==> src/rtl/led_div_seq.sv <==
// led_div_seq: steps an led_cnt divider through a programmable table of
// blink rates. Each entry holds a divider value and a dwell in ticks.
// Entries with a zero dwell are skipped. A pass either stops after the
// last entry or wraps around to entry 0.
module led_div_seq #(
    parameter int CLK_HZ  = 100_000_000,
    parameter int TICK_HZ = 1000,
    parameter int NSTEP   = 4,
    parameter int DIV_W   = 5,
    parameter int DWELL_W = 16,
    localparam int IW     = $clog2(NSTEP)
) (
    input  logic               clk100,
    input  logic               rst,
    input  logic               en_i,
    input  logic               oneshot_i,
    input  logic               cfg_we_i,
    input  logic [IW-1:0]      cfg_idx_i,
    input  logic [DIV_W-1:0]   cfg_div_i,
    input  logic [DWELL_W-1:0] cfg_dwell_i,
    output logic [DIV_W-1:0]   div_o,
    output logic               wren_o,
    output logic [IW-1:0]      step_o,
    output logic               busy_o,
    output logic               done_o
);

    localparam int P  = CLK_HZ / TICK_HZ;
    localparam int PW = (P > 1) ? $clog2(P) : 1;
    localparam int SW = IW + 1;
    localparam logic [PW-1:0]      P_LAST    = PW'(P - 1);
    localparam logic [IW-1:0]      IDX_LAST  = IW'(NSTEP - 1);
    localparam logic [SW-1:0]      SKIP_ALL  = SW'(NSTEP);
    localparam logic [DWELL_W-1:0] DWELL_RST = DWELL_W'(500);

    typedef enum logic [1:0] {
        S_IDLE  = 2'd0,
        S_LOAD  = 2'd1,
        S_DWELL = 2'd2,
        S_FIN   = 2'd3
    } state_t;

    // Table read view: one entry per element, registers live in g_tab.
    logic [DIV_W-1:0]   w_tab_div   [NSTEP];
    logic [DWELL_W-1:0] w_tab_dwell [NSTEP];

    genvar gi;
    generate
        for (gi = 0; gi < NSTEP; gi++) begin : g_tab
            logic [DIV_W-1:0]   r_div;
            logic [DWELL_W-1:0] r_dwell;

            // Table entry: reset to the default rate ladder, overwritten by cfg writes.
            always_ff @(posedge clk100) begin
                if (rst) begin
                    r_div   <= DIV_W'(1 << gi);
                    r_dwell <= DWELL_RST;
                end else if (cfg_we_i && (cfg_idx_i == IW'(gi))) begin
                    r_div   <= cfg_div_i;
                    r_dwell <= cfg_dwell_i;
                end
            end

            assign w_tab_div[gi]   = r_div;
            assign w_tab_dwell[gi] = r_dwell;
        end
    endgenerate

    state_t             r_state, w_state_next;
    logic               r_en_q;
    logic               r_oneshot, w_oneshot_next;
    logic [IW-1:0]      r_idx, w_idx_next;
    logic [SW-1:0]      r_skip, w_skip_next;
    logic [DWELL_W-1:0] r_dwell, w_dwell_next;
    logic [PW-1:0]      r_presc, w_presc_next;
    logic [DIV_W-1:0]   r_div, w_div_next;
    logic               r_wren, w_wren_next;
    logic               r_busy, w_busy_next;
    logic               r_done, w_done_next;

    logic               w_start;
    logic               w_last;
    logic [DIV_W-1:0]   w_ent_div;
    logic [DWELL_W-1:0] w_ent_dwell;
    logic [SW-1:0]      w_skip_inc;

    // The table is read with the pre-edge contents, so a write landing on
    // the same edge as a LOAD of that entry is seen only on its next load.
    assign w_start     = en_i & ~r_en_q;
    assign w_last      = (r_idx == IDX_LAST);
    assign w_ent_div   = w_tab_div[r_idx];
    assign w_ent_dwell = w_tab_dwell[r_idx];
    assign w_skip_inc  = r_skip + 1'b1;

    // Next-state and output decode; abort on en_i low overrides everything.
    always_comb begin
        w_state_next   = r_state;
        w_oneshot_next = r_oneshot;
        w_idx_next     = r_idx;
        w_skip_next    = r_skip;
        w_dwell_next   = r_dwell;
        w_presc_next   = r_presc;
        w_div_next     = r_div;
        w_wren_next    = 1'b0;
        w_done_next    = 1'b0;

        if ((r_state != S_IDLE) && !en_i) begin
            w_state_next = S_IDLE;
            w_idx_next   = '0;
        end else begin
            case (r_state)
                S_IDLE: begin
                    if (w_start) begin
                        w_oneshot_next = oneshot_i;
                        w_idx_next     = '0;
                        w_skip_next    = '0;
                        w_state_next   = S_LOAD;
                    end
                end
                S_LOAD: begin
                    if (w_ent_dwell != '0) begin
                        w_div_next   = w_ent_div;
                        w_wren_next  = 1'b1;
                        w_dwell_next = w_ent_dwell;
                        w_presc_next = '0;
                        w_skip_next  = '0;
                        w_state_next = S_DWELL;
                    end else begin
                        w_skip_next = w_skip_inc;
                        // A full lap of empty entries ends the pass in either mode.
                        if ((w_skip_inc == SKIP_ALL) || (w_last && r_oneshot)) begin
                            w_done_next  = 1'b1;
                            w_idx_next   = '0;
                            w_state_next = S_IDLE;
                        end else begin
                            w_idx_next   = w_last ? '0 : r_idx + 1'b1;
                            w_state_next = S_LOAD;
                        end
                    end
                end
                S_DWELL: begin
                    if (r_presc == P_LAST) begin
                        w_presc_next = '0;
                        if (r_dwell != '0) begin
                            w_dwell_next = r_dwell - 1'b1;
                        end
                        if (r_dwell == DWELL_W'(1)) begin
                            if (!w_last) begin
                                w_idx_next   = r_idx + 1'b1;
                                w_state_next = S_LOAD;
                            end else if (r_oneshot) begin
                                // One extra cycle so done lands where the next load would.
                                w_state_next = S_FIN;
                            end else begin
                                w_idx_next   = '0;
                                w_state_next = S_LOAD;
                            end
                        end
                    end else begin
                        w_presc_next = r_presc + 1'b1;
                    end
                end
                S_FIN: begin
                    w_done_next  = 1'b1;
                    w_idx_next   = '0;
                    w_state_next = S_IDLE;
                end
                default: begin
                    w_idx_next   = '0;
                    w_state_next = S_IDLE;
                end
            endcase
        end

        w_busy_next = (w_state_next != S_IDLE);
    end

    // Sequencer registers; every output comes straight from one of these.
    always_ff @(posedge clk100) begin
        if (rst) begin
            r_state   <= S_IDLE;
            r_en_q    <= 1'b0;
            r_oneshot <= 1'b0;
            r_idx     <= '0;
            r_skip    <= '0;
            r_dwell   <= '0;
            r_presc   <= '0;
            r_div     <= '0;
            r_wren    <= 1'b0;
            r_busy    <= 1'b0;
            r_done    <= 1'b0;
        end else begin
            r_state   <= w_state_next;
            r_en_q    <= en_i;
            r_oneshot <= w_oneshot_next;
            r_idx     <= w_idx_next;
            r_skip    <= w_skip_next;
            r_dwell   <= w_dwell_next;
            r_presc   <= w_presc_next;
            r_div     <= w_div_next;
            r_wren    <= w_wren_next;
            r_busy    <= w_busy_next;
            r_done    <= w_done_next;
        end
    end

    assign div_o  = r_div;
    assign wren_o = r_wren;
    assign step_o = r_idx;
    assign busy_o = r_busy;
    assign done_o = r_done;

endmodule
==> config.mk <==
export PLATFORM = sky130hd
export DESIGN_NAME = led_div_seq
export DESIGN_NICKNAME = d
export VERILOG_FILES = /design/src/rtl/led_div_seq.sv
export SDC_FILE = /design/constraint.sdc
export NUM_CORES = 1
export LEC_CHECK = 0
export BUFFER_PORTS_ARGS = -buffer_cell sky130_fd_sc_hd__buf_4
export CORE_MARGIN = 10
export CORE_UTILIZATION = 55
export DETAILED_ROUTE_END_ITERATION = 16
export GPL_TIMING_DRIVEN = 0
export MAX_ROUTING_LAYER = met4
export PLACE_DENSITY = 0.73
export SETUP_SLACK_MARGIN = 0.3
export SLEW_MARGIN = 20
export SYNTH_ARGS = -nofsm -noshare
export SYNTH_HDL_FRONTEND = slang
export SYNTH_SLANG_ARGS = --single-unit
==> constraint.sdc <==
create_clock -name clk100 -period 7.34 [get_ports clk100]
set_input_delay 0.734 -clock clk100 [delete_from_list [all_inputs] [get_ports clk100]]
set_output_delay 0.734 -clock clk100 [all_outputs]
set_load 0.005 [all_outputs]
# Word level (Yosys, flattened, before mapping)

Index checks and enable logic that the tools add are counted.

Reduce and logical (&&, ||, !) cells: 24
Multiply operators: 0
Div/mod/pow operators: 0
Bitwise logic cells: 5
Shift-type cells: 0
Add/subtract/negate cells: 4
Mux-type cells: 38
Equality and inequality tests: 17
Magnitude comparators: 1

Operator list:

| cell                                                  | number |
|---|---|
| two-way mux 16 bit                                    | 5 |
| two-way mux 17 bit                                    | 2 |
| one-hot mux 17 bit (2 select lines)                   | 1 |
| binary-select mux 16 bit (select 2 bit)               | 1 |
| one-hot mux 16 bit (2 select lines)                   | 1 |
| nonzero test 16 bit                                   | 2 |
| two-way mux 2 bit                                     | 15 |
| adder 17 x 1 -> 17 bit (second input constant)        | 1 |
| equality test 17 bit (second input constant)          | 1 |
| equality test 16 x 1 -> 1 bit (second input constant) | 1 |
| one-hot mux 2 bit (4 select lines)                    | 2 |
| subtractor 16 x 1 -> 16 bit (second input constant)   | 1 |
| != test 2 bit (second input constant)                 | 6 |
| AND reduction 3 bit                                   | 4 |
| binary-select mux 5 bit (select 2 bit)                | 1 |
| equality test 2 bit (second input constant)           | 5 |
| two-way mux 5 bit                                     | 2 |
| AND reduction 5 bit                                   | 2 |
| nonzero test 2 bit                                    | 4 |
| logical AND 1 bit                                     | 6 |
| two-way mux 3 bit                                     | 2 |
| one-hot mux 3 bit (2 select lines)                    | 1 |
| equality test 2 x 1 -> 1 bit (second input constant)  | 2 |
| zero test 2 bit                                       | 2 |
| other kinds (14)                                      | 19 |

Bits in writable memories: 0
Bits in read-only memories: 0
Input bits: 28
Bits in latches: 0
Memories kept: 0
Bits in registers: 134

# Logic depth before layout (Yosys ltp)

Depth after elaboration: 9
Gate-level depth with buffers: 10

# Worst setup path before layout

Ideal clock, no wire load.

Kind: register to register
From: register r_idx[1], in the netlist step_o[1]
To: register r_skip[0]
Data arrival time: 2.506 ns
Setup slack: 4.764 ns
Buffers on the path: 2
Required time: 7.270 ns
Period minus slack after synthesis: 2.576 ns
Stages on the path, launching flop included: 9
Cell sequence: dfxtp_1 buf_6 mux4_2 nor4_1 nand4_2 or2_1 buf_2 or3_1 a21oi_1

Longest elaborated chain between the ends: 7

RTL lines:

| element                                                | line | RTL |
|---|---|---|
| start, declared                                        | 72   | `logic [IW-1:0] r_idx, w_idx_next;` |
| start signal, assigned                                 | 196  | `r_idx <= w_idx_next;` |
| inverter 2 -> 3 bit (implied by the code)              | 92   | `assign w_ent_dwell = w_tab_dwell[r_idx];` |
| binary-select mux 16 bit (select 2 bit)                | 92   |  |
| two-way mux 16 bit (implied by the code) (2 in series) | 92   |  |
| nonzero test 16 bit                                    | 121  | `if (w_ent_dwell != '0) begin` |
| two-way mux 3 bit                                      | 121  |  |
| one-hot mux 3 bit (2 select lines)                     | 111  | `case (r_state)` |
| end signal, assigned                                   | 197  | `r_skip <= w_skip_next;` |
| end, declared                                          | 73   | `logic [SW-1:0] r_skip, w_skip_next;` |

Every way passes these cells. The select of a mux whose other input is x is not followed.
A chain may end at the register's enable or synchronous reset.

# Worst setup path in the final report

From: register r_idx[1], in the netlist step_o[1]
To: register r_presc[9]

Longest elaborated chain between the ends: 7

RTL lines:

| element                                                | line | RTL |
|---|---|---|
| inverter 2 -> 3 bit (implied by the code)              | 92   |  |
| binary-select mux 16 bit (select 2 bit)                | 92   |  |
| two-way mux 16 bit (implied by the code) (2 in series) | 92   |  |
| nonzero test 16 bit                                    | 121  |  |
| != test 2 bit (no source line)                         | --   |  |
| AND reduction 3 bit (no source line)                   | --   |  |
| end signal, assigned                                   | 199  | `r_presc <= w_presc_next;` |
| end, declared                                          | 75   | `logic [PW-1:0] r_presc, w_presc_next;` |

Every way passes these cells. The select of a mux whose other input is x is not followed.

==> flow_metrics.tcl <==
set metrics [dict create \
    synth_ff_type "dfxtp_1" \
    leakage_uw 0.00276 \
    p_switching_uw 580 \
    crit_buf_inv 2 \
    top_usage_layer "met2" \
    dpl_cell_area_mm2 0.00690 \
    yosysTopAreaCell "dfxtp_1" \
    clock.fmax_mhz 309 \
    grt_first_pass_wirelength_um 31800 \
    grt_pass1_vias 6156 \
    drt-total-wl_um 19700 \
    core_mm2 0.0115 \
    gp_congestion 0.882 \
    synth.top_cells.by_count "197 x nand2_1, 134 x dfxtp_1, 102 x a21oi_1" \
    post_cts_buffers 0 \
    hp-class "flip-flop to flip-flop" \
    crit_path_max_fanout 10 \
    cpPeakStageDelay_ns 0.57 \
    drv_cap 0 \
    drc 0 \
    die_area_mm2 0.0164 \
    synth-edff-count 0 \
    die_w_um 128 \
    slew_viol_final 0 \
    p_comb_share_pct 16.0 \
    switching_share_pct 28.8 \
    cts_resized 0 \
    areaGrowthSynthToFinish_pct 16.8 \
    relSlewSlack_pct 34.3 \
    synthCells 774 \
    irDropWorstVdd_uv 211 \
    timing.rr.start "step_o[1]" \
    yosysWarnings 0 \
    cts_made_buffers 17 \
    synthDistinctLibCells 62 \
    pwr-share-clk_pct 44.7 \
    worst_pin_slew_ns 0.978 \
    via_per_inst 6.34 \
    fin_area_mm2 0.00752 \
    seq_area_frac_synth_pct 41.6 \
    ios 38 \
    finalClockSkew_ns 0.00896 \
    path_cells "buf_6, mux4_2, nor4_2, nand4_2, o21ai_2, clkbuf_1, o21ai_0, a21oi_1" \
    final_nets 869 \
    synth.cell_area_mm2 0.00644 \
    clock_latency_ns 0.43 \
    min_path_cells 2 \
    hold_viol 0 \
    seqPwrFrac_pct 39.3 \
    drt_iter0_drc 785 \
    fin_tns_setup_ns 0 \
    reg2reg_depth 8 \
    layout-drive-gt1-share_pct 13.8 \
    htreeDepth 4 \
    min_period_over_period_pct 44.0 \
    powerDensity_mw_per_mm2 267 \
    clock_path_buffers 2 \
    gr-usage-met3_pct 5.54 \
    startpoint_type "flip-flop" \
    instances_no_fill 986 \
    first_pass_iters 6 \
    r2r-end "r_presc[9]" \
    fin_util_pct 65.6 \
    arrival_ns 3.58 \
    syn-num-nets 813 \
    critical_path_class "flip-flop to flip-flop" \
    critPathLaunch "step_o[1]" \
    slowest_stage "mux4_2" \
    n_fill_cell 960 \
    worstPathRequired_ns 7.69 \
    synth_async_sr_flop_share_pct 0 \
    vias 6250 \
    yosys_register_bits 134 \
    port_buffers 37 \
    cp-end-kind "flip-flop" \
    holdPathEnd "g_tab[1].r_div[3]" \
    grt_usage_pct 24.8 \
    setup_ws_ns 4.11 \
    routedWlPerCell_um 19.9 \
    tritoncts "done" \
    yosysMostFrequentCell "nand2_1" \
    intPower_uw 1430 \
    initial_core_util_pct 56.2 \
    antenna_left 0 \
    root_buffer "clkbuf_16" \
    rows 39 \
    clock_sinks 134 \
    synthTopCellsByArea "dfxtp_1 42%, nand2_1 11%, a21oi_1 7.9%" \
    placed_cells 954 \
    antenna_found_initial 0 \
    setup_viol 0 \
    outcome "complete, no violations" \
    fin_crit_ns 3.23 \
    grt_max_degree 17 \
    dp_hpwl_um 13600 \
    avgSynthCellArea_um2 8.32 \
    use_met2_pct 39.5 \
    cts-hold-fix-buffers 0 \
    die_h_um 128 \
    cts.clk_slew.worst_paths_ns 0.06 \
    gr-usage-met1_pct 29.4 \
    worstHoldStart "g_tab[1].r_div[3]" \
    grt_overflow 0 \
    synth_top_area_share_pct 41.6 \
    rrSetupSlack_ns 4.11 \
    rsz0062_at_grt "no" \
    critPathTopFamily "compound AO/OA/AOI/OAI gates" \
    pre_cts_slack_ns 4.18 \
    antennaDiodeCount 0 \
]
stage by stage:
stage | hold slack, ns | power (uW)
final | 0.452 | 2010
after detailed placement | 0.446 | 1120
after floorplan | 0.432 | 1010
after CTS | 0.454 | 2000
after global placement | 0.438 | 1110
after global routing | 0.475 | 2080
cells by family (layout without fill, tap and decap cells):
logic type	count (synthesis)	after routing	share of synthesized area, %
buf+inv	62	131	4.10
flops	134	134	41.6
fa+ha+maj	11	11	2.14
compound gates	174	174	15.6
xor+xnor	1	1	0.136
simple gates	364	364	28.0
mux	28	28	8.43
power by group through the flow:
stage               registers, uW  logic [uW]  clock network [uW]
floorplan                     799         208                   0
finish                        791         322                 898
detailed placement            806         310                   0
global placement              804         302                   0
global route                  795         350                 940
CTS                           790         313                 900
worst register-to-register path, stage by stage, from the launching register on:
cell and delay, ns:
dfxtp_1 0.50, buf_6 0.26, mux4_2 0.58, nor4_2 0.37
nand4_2 0.26, o21ai_2 0.40, clkbuf_1 0.41, o21ai_0 0.21
a21oi_1 0.16
registers in the layout (all words and copies together) (netlist names), 2 cells and up:
register	count
g_tab.r_div	20
r_presc	17
r_dwell	16
step_o	2
div_o	5
g_tab.r_dwell	64
r_state	2
r_skip	3
layer usage:
metal  share of wire [%]  wire (um)
met1                  41       8020
met2                  49       9550
met3                 7.8       1530
met4                 2.8        546
met5                   0          0
cells in the final DEF, fill, tap and decap left out, types with 5 or more instances in the layout:
cell type / n
buf_4: 40
inv_1: 11
nand2_1: 197
a21oi_1: 102
mux2i_1: 7
nand3b_1: 30
nand4_1: 5
clkbuf_1: 36
nand3_1: 18
mux4_2: 21
nor3_1: 10
a31oi_1: 9
nor2_1: 26
ha_1: 11
clkbuf_16: 17
or2_2: 8
o21ai_0: 27
nand2b_1: 5
and3_1: 8
nor4_1: 10
and2_1: 7
or4_1: 10
dfxtp_1: 134
o32ai_1: 6
buf_1: 6
a22oi_1: 6
cell type report:
cell class / count / area (um^2) / area share (%)
sequential: 134 / 2680 / 35.7
buffer: 51 / 223 / 2.96
clock buffer: 19 / 453 / 6.02
clock inverter: 13 / 170 / 2.26
inverter: 11 / 41.3 / 0.549
timing repair buffer: 37 / 278 / 3.69
multi-input combinational: 578 / 3500 / 46.5
tap: 143 / 179 / 2.38
worst max-delay path by stage:
stage / endpoint / cells past startpoint / slack, ns
5_1_grt: r_presc[9] / 8 / 3.95
3_5_place_dp: r_presc[9] / 8 / 4.18
4_1_cts: r_presc[9] / 8 / 4.14
6_report: r_presc[9] / 8 / 4.11
3_3_place_gp: r_dwell[4] / 8 / 4.26
2_1_floorplan: r_skip[0] / 8 / 4.76
No activity file was read; power rests on OpenSTA's default activity.
